==> src/rtl/sb_monitor_pkg.sv <==
// sb_monitor_pkg: shared state and failure-code types for the scoreboard monitor.
package sb_monitor_pkg;
    localparam int FC_W = 3;
    typedef enum logic [1:0] {S_IDLE, S_TRACK, S_PASS, S_FAIL} state_t;
    typedef enum logic [FC_W-1:0] {
        FC_NONE     = 3'd0,
        FC_DATA     = 3'd1,
        FC_TIMEOUT  = 3'd2,
        FC_SPURIOUS = 3'd3,
        FC_DUP      = 3'd4
    } fail_code_t;
endpackage

==> src/rtl/scoreboard_monitor_sat_counter.sv <==
// sat_counter: up-counter with synchronous clear that saturates at MAX.
module sat_counter #(
    parameter int WIDTH = 7,
    parameter int MAX   = 64
) (
    input  logic             clk,
    input  logic             i_clr,
    input  logic             i_en,
    output logic [WIDTH-1:0] o_q,
    output logic             o_at_max
);
    logic [WIDTH-1:0] r_q;
    always_ff @(posedge clk) begin
        if (i_clr) r_q <= '0;
        else if (i_en && !o_at_max) r_q <= r_q + 1'b1;
    end
    assign o_q      = r_q;
    assign o_at_max = (r_q == WIDTH'(MAX));
endmodule

==> src/rtl/scoreboard_monitor.sv <==
// scoreboard_monitor: tracks one magic-packet run through the Scoreboard and
// latches a sticky pass/fail verdict with failure code and exit latency.
module scoreboard_monitor
    import sb_monitor_pkg::*;
#(
    parameter int MAX_LAT = 64,
    parameter int LATWID  = $clog2(MAX_LAT + 1)
) (
    input  logic              clk,
    input  logic              rst,
    input  logic              start,
    input  logic              push,
    input  logic              data_out_vld,
    input  logic              prop_signal,
    input  logic              clear,
    output logic              armed,
    output logic              done,
    output logic              pass,
    output logic              fail,
    output logic [FC_W-1:0]   fail_code,
    output logic [LATWID-1:0] latency
);
    state_t           r_state, w_next;
    fail_code_t       r_code, w_code;
    logic             w_at_max, w_lat_clr, w_lat_en, w_term;
    logic [LATWID-1:0] w_lat;

    always_ff @(posedge clk) begin
        if (rst) begin
            r_state <= S_IDLE;
            r_code  <= FC_NONE;
        end else begin
            r_state <= w_next;
            r_code  <= w_code;
        end
    end

    // data_out_vld outranks capture in IDLE and outranks timeout in TRACK
    always_comb begin
        w_next = r_state;
        w_code = FC_NONE;
        case (r_state)
            S_IDLE: begin
                if (data_out_vld) begin
                    w_next = S_FAIL;
                    w_code = FC_SPURIOUS;
                end else if (start && push) w_next = S_TRACK;
            end
            S_TRACK: begin
                if (data_out_vld && prop_signal) w_next = S_PASS;
                else if (data_out_vld) begin
                    w_next = S_FAIL;
                    w_code = FC_DATA;
                end else if (w_at_max) begin
                    w_next = S_FAIL;
                    w_code = FC_TIMEOUT;
                end
            end
            S_PASS: begin
                if (clear) w_next = S_IDLE;
                else if (data_out_vld) begin
                    w_next = S_FAIL;
                    w_code = FC_DUP;
                end
            end
            default: begin
                w_next = clear ? S_IDLE : S_FAIL;
                w_code = clear ? FC_NONE : r_code;
            end
        endcase
    end

    assign w_term    = (r_state == S_PASS) || (r_state == S_FAIL);
    assign w_lat_clr = rst || (r_state == S_IDLE) || (w_term && clear);
    assign w_lat_en  = (r_state == S_TRACK) && !data_out_vld;

    sat_counter #(.WIDTH(LATWID), .MAX(MAX_LAT)) u_lat (
        .clk      (clk),
        .i_clr    (w_lat_clr),
        .i_en     (w_lat_en),
        .o_q      (w_lat),
        .o_at_max (w_at_max)
    );

    always_comb begin
        armed     = (r_state == S_TRACK);
        done      = w_term;
        pass      = (r_state == S_PASS);
        fail      = (r_state == S_FAIL);
        fail_code = r_code;
        latency   = w_lat;
    end
endmodule

==> config.mk <==
export PLATFORM = sky130hd
export DESIGN_NAME = scoreboard_monitor
export DESIGN_NICKNAME = d
export VERILOG_FILES = /design/src/rtl/sb_monitor_pkg.sv /design/src/rtl/scoreboard_monitor_sat_counter.sv /design/src/rtl/scoreboard_monitor.sv
export SDC_FILE = /design/constraint.sdc
export NUM_CORES = 1
export LEC_CHECK = 0
export ABC_AREA = 1
export CAP_MARGIN = 0
export CELL_PAD_IN_SITES_DETAIL_PLACEMENT = 0
export CELL_PAD_IN_SITES_GLOBAL_PLACEMENT = 1
export CORE_UTILIZATION = 40
export CTS_BUF_LIST = sky130_fd_sc_hd__clkbuf_4 sky130_fd_sc_hd__clkbuf_8 sky130_fd_sc_hd__clkbuf_16
export CTS_CLUSTER_SIZE = 24
export DETAILED_ROUTE_END_ITERATION = 16
export DONT_BUFFER_PORTS = 1
export PLACE_DENSITY = 0.71
export SETUP_SLACK_MARGIN = 0.1
export SKIP_CTS_REPAIR_TIMING = 1
export SYNTH_ARGS = -nofsm -noshare
export SYNTH_HDL_FRONTEND = slang
export SYNTH_SLANG_ARGS = --single-unit
==> constraint.sdc <==
create_clock -name clk -period 2.6 [get_ports clk]
set_clock_uncertainty 0.2 [all_clocks]
set_input_delay 0.39 -clock clk [delete_from_list [all_inputs] [get_ports clk]]
set_output_delay 0.39 -clock clk [all_outputs]
set_load 0.005 [all_outputs]
==> summary.md <==
| Metric | Value |
|---|---|
| Outcome | completed |
| Via total after detailed routing | around 630 |
| Critical Path AT | around 1.6 ns |
| Pre-CTS setup slack | 1.01 ns |
| Reg2Reg Launch Point | u_lat.o_q[0] |
| Met2 usage | 0.261 |
| VDD IR max | approximately 0.22 mV |
| Net Sw Power | 0.116 mW |
| Worst R2R Setup Slack | 0.99 ns |
| Max Slew Vio Count | 0 |
| Fmax | 0.619 GHz |
| Total CTS buffers | 3 |
| Cell count after placement | 117 |
| Final worst slack | 0.985 ns |
| Initial core utilization | 0.434 |
| Sequential Power Share | 0.493 |
| Via/cell ratio | 5.16 |
| Int Power | 0.292 mW |
| CP endpoint kind | register |
| Leakage dissipation | 0.299 nW |
| Final setup fails | 0 |
| Initial antenna violation count | 0 |
| CTS tree | done |
| Non-filler cells, final | 122 |
| HPWL after DPL | around 1100 um |
| Post-Syn Area | ~670 um2 |
| Finished Cell Area | 732 um2 |
| Top-Level Pins | 21 |
| RePlAce Congestion | between 0.7 and 0.8 |
| Register area share after synthesis | 0.359 |
| Core region area | 1540 um2 |
| TritonRoute pass-1 iters | 4 |
| Clock buffer depth | 2 |
| Grt met1 use | 0.271 |
| Clock sinks | 12 |
| NumNets Final | between 100 and 150 |
| Mapped Cells | 102 |
| Grt ovf | 0 |
| Largest net degree at the start of global routing | 9 |
| Crit path required time | around 2.6 ns |
| DIE HEIGHT | 42.9 um |
| Sw Ratio | 0.284 |
| Setup TNS | 0 ns |
| Worst Setup Start Kind | register |
| Drt wl/cell | 12.6 um |
| Final hold slack | ~0.056 ns |
| Synth cell types | 18 |
| Hold Path Depth | 2 |
| Worst-skew pair later-pin latency | 0.28 ns |
| Placement row count | 14 |
| Synth Register Bits | 12 |
| Total wire length | 1540 um |
| GRT met3 Usage | 0.0723 |
| Power per cell area | 557 nW/um2 |
| Layout cell share with drive strength beyond 1 | 0.104 |
| H-tree depth | 1 |
| Post-route ant nets | 0 |
| Post-Syn Area per Cell | 6.56 um2 |
| Max Cap Viol | 0 |
| Synthesis warning total | 0 |
| Fin crit share | 0.621 |
| Worst flop-to-flop path endpoint | u_lat.o_q[5] |
| PortBufs | 0 |
| Final min period | 1.61 ns |
| Syn Nets | 111 |
| RSZ-0062 raised after global routing | false |
| First-pass GRT wire length | 2640 um |
| WHS Endpoint | r_state[0] |
| Clock share of power | 0.387 |
| DRT iter0 DRCs | 12 |
| Final Hold Fails | 0 |
| Gr usage total | 0.195 |
| Drt drc | 0 |
| Gate power share | 0.121 |
| Worst hold-check path type | in2reg |
| Antenna fix cells | 0 |
| Placed cell area | 686 um2 |
| Max-Slew Margin vs Limit | 0.783 |
| Worst-Margin Slew | 0.325 ns |
| R2r worst-path depth | 7 |
| Max FO, Critical Path | 8 |
| DIE AREA | 1840 um2 |
| Critical setup path kind | reg2reg |
| Vias in the first global route | 591 |
| Clock-pin slew on the worst setup and hold paths | approximately 0.09 ns |
| Root buf cell | clkbuf_4 |
| Hold path startpoint | push |
| Area delta synth->final | 9.35% |
| GRT Max-Usage Layer | met1 |
| Die width | 42.9 um |
==> per-layer routing <==
metal  part of all wire  vias up  wire, um
met5                  0        -         0
li1                   -      333         -
met2               0.37       21       575
met4              0.015        0        23
met1               0.54      271       827
met3              0.072        4       111
==> registers in the layout, summed over array words and instances (netlist names) <==
signal / flops
fail_code: 3
u_lat.o_q: 7
r_state: 2
==> placed cells by master, fill, tap and decap left out, types with 3 or more instances in the layout <==
| master | n |
|---|---|
| a21oi_1 | 8 |
| clkbuf_4 | 3 |
| dfxtp_1 | 12 |
| inv_1 | 11 |
| nand2_1 | 33 |
| nand3_1 | 10 |
| nor2_1 | 8 |
| o21ai_0 | 3 |
| xor2_1 | 3 |
==> stage by stage <==
stage	total power, mW	utilization
floorplan	0.242	-
global placement	0.252	0.445
detailed placement	0.252	0.445
CTS	0.409	0.468
global route	0.427	0.475
finish	0.408	0.475
==> how the worst max path moves through the flow <==
stage,end,startpoint,slack (ns),cells past startpoint
after floorplan,u_lat.o_q[3],u_lat.o_q[0],1.20,7
after global placement,u_lat.o_q[0],u_lat.o_q[0],1.06,7
after detailed placement,u_lat.o_q[5],u_lat.o_q[0],1.01,7
after CTS,u_lat.o_q[5],u_lat.o_q[0],0.97,7
after global routing,u_lat.o_q[5],u_lat.o_q[0],0.82,7
final,u_lat.o_q[5],u_lat.o_q[0],0.99,7
==> logic make-up after synthesis <==
family / after synthesis / synth area share
AOI/OAI and AO/OA: 13 / 0.105
xor gates and xnor gates: 3 / 0.0393
adders and majority gates: 2 / 0.0374
buffers and inverters: 14 / 0.0785
DFF: 12 / 0.359
and+or+nand+nor: 58 / 0.381
==> power groups by stage <==
stage / combinational, mW / sequential [mW] / clock [mW]
2_1_floorplan: 0.0399 / 0.202 / 0
3_3_place_gp: 0.0477 / 0.205 / 0
3_5_place_dp: 0.0470 / 0.205 / 0
4_1_cts: 0.0474 / 0.201 / 0.161
5_1_grt: 0.0564 / 0.202 / 0.168
6_report: 0.0492 / 0.201 / 0.158
==> worst max-delay path, cell delays in order, from the launching register on <==
cell and delay (ns):
dfxtp_1 0.44, inv_1 0.11, ha_1 0.20, nand2_1 0.12, nor2_2 0.08, nor2_4 0.17, nand2_1 0.07, a21oi_1 0.15
==> final cells by class <==
cell class / count / area (um2)
flip-flops and latches: 12 / 240
inverters: 13 / 48.8
fillers: 174 / 810
multi-input cells: 76 / 377
well taps: 16 / 20.0
repair buffers: 1 / 10.0
clock buffers: 4 / 36.3
==> cell usage after synthesis, drive strengths merged <==
| cell type | instances | area share |
|---|---|---|
| a21oi | 8 | 0.060 |
| dfxtp | 12 | 0.36 |
| ha | 2 | 0.037 |
| inv | 13 | 0.073 |
| nor2 | 11 | 0.088 |
| xor2 | 3 | 0.039 |
| a31oi | 1 | 0.0094 |
| nand2 | 34 | 0.19 |
| clkbuf | 1 | 0.0056 |
| nand4 | 1 | 0.0094 |
| nor3 | 2 | 0.015 |
| nand3 | 10 | 0.075 |
| o21ai | 4 | 0.036 |
(Power assumes the default switching activity.)
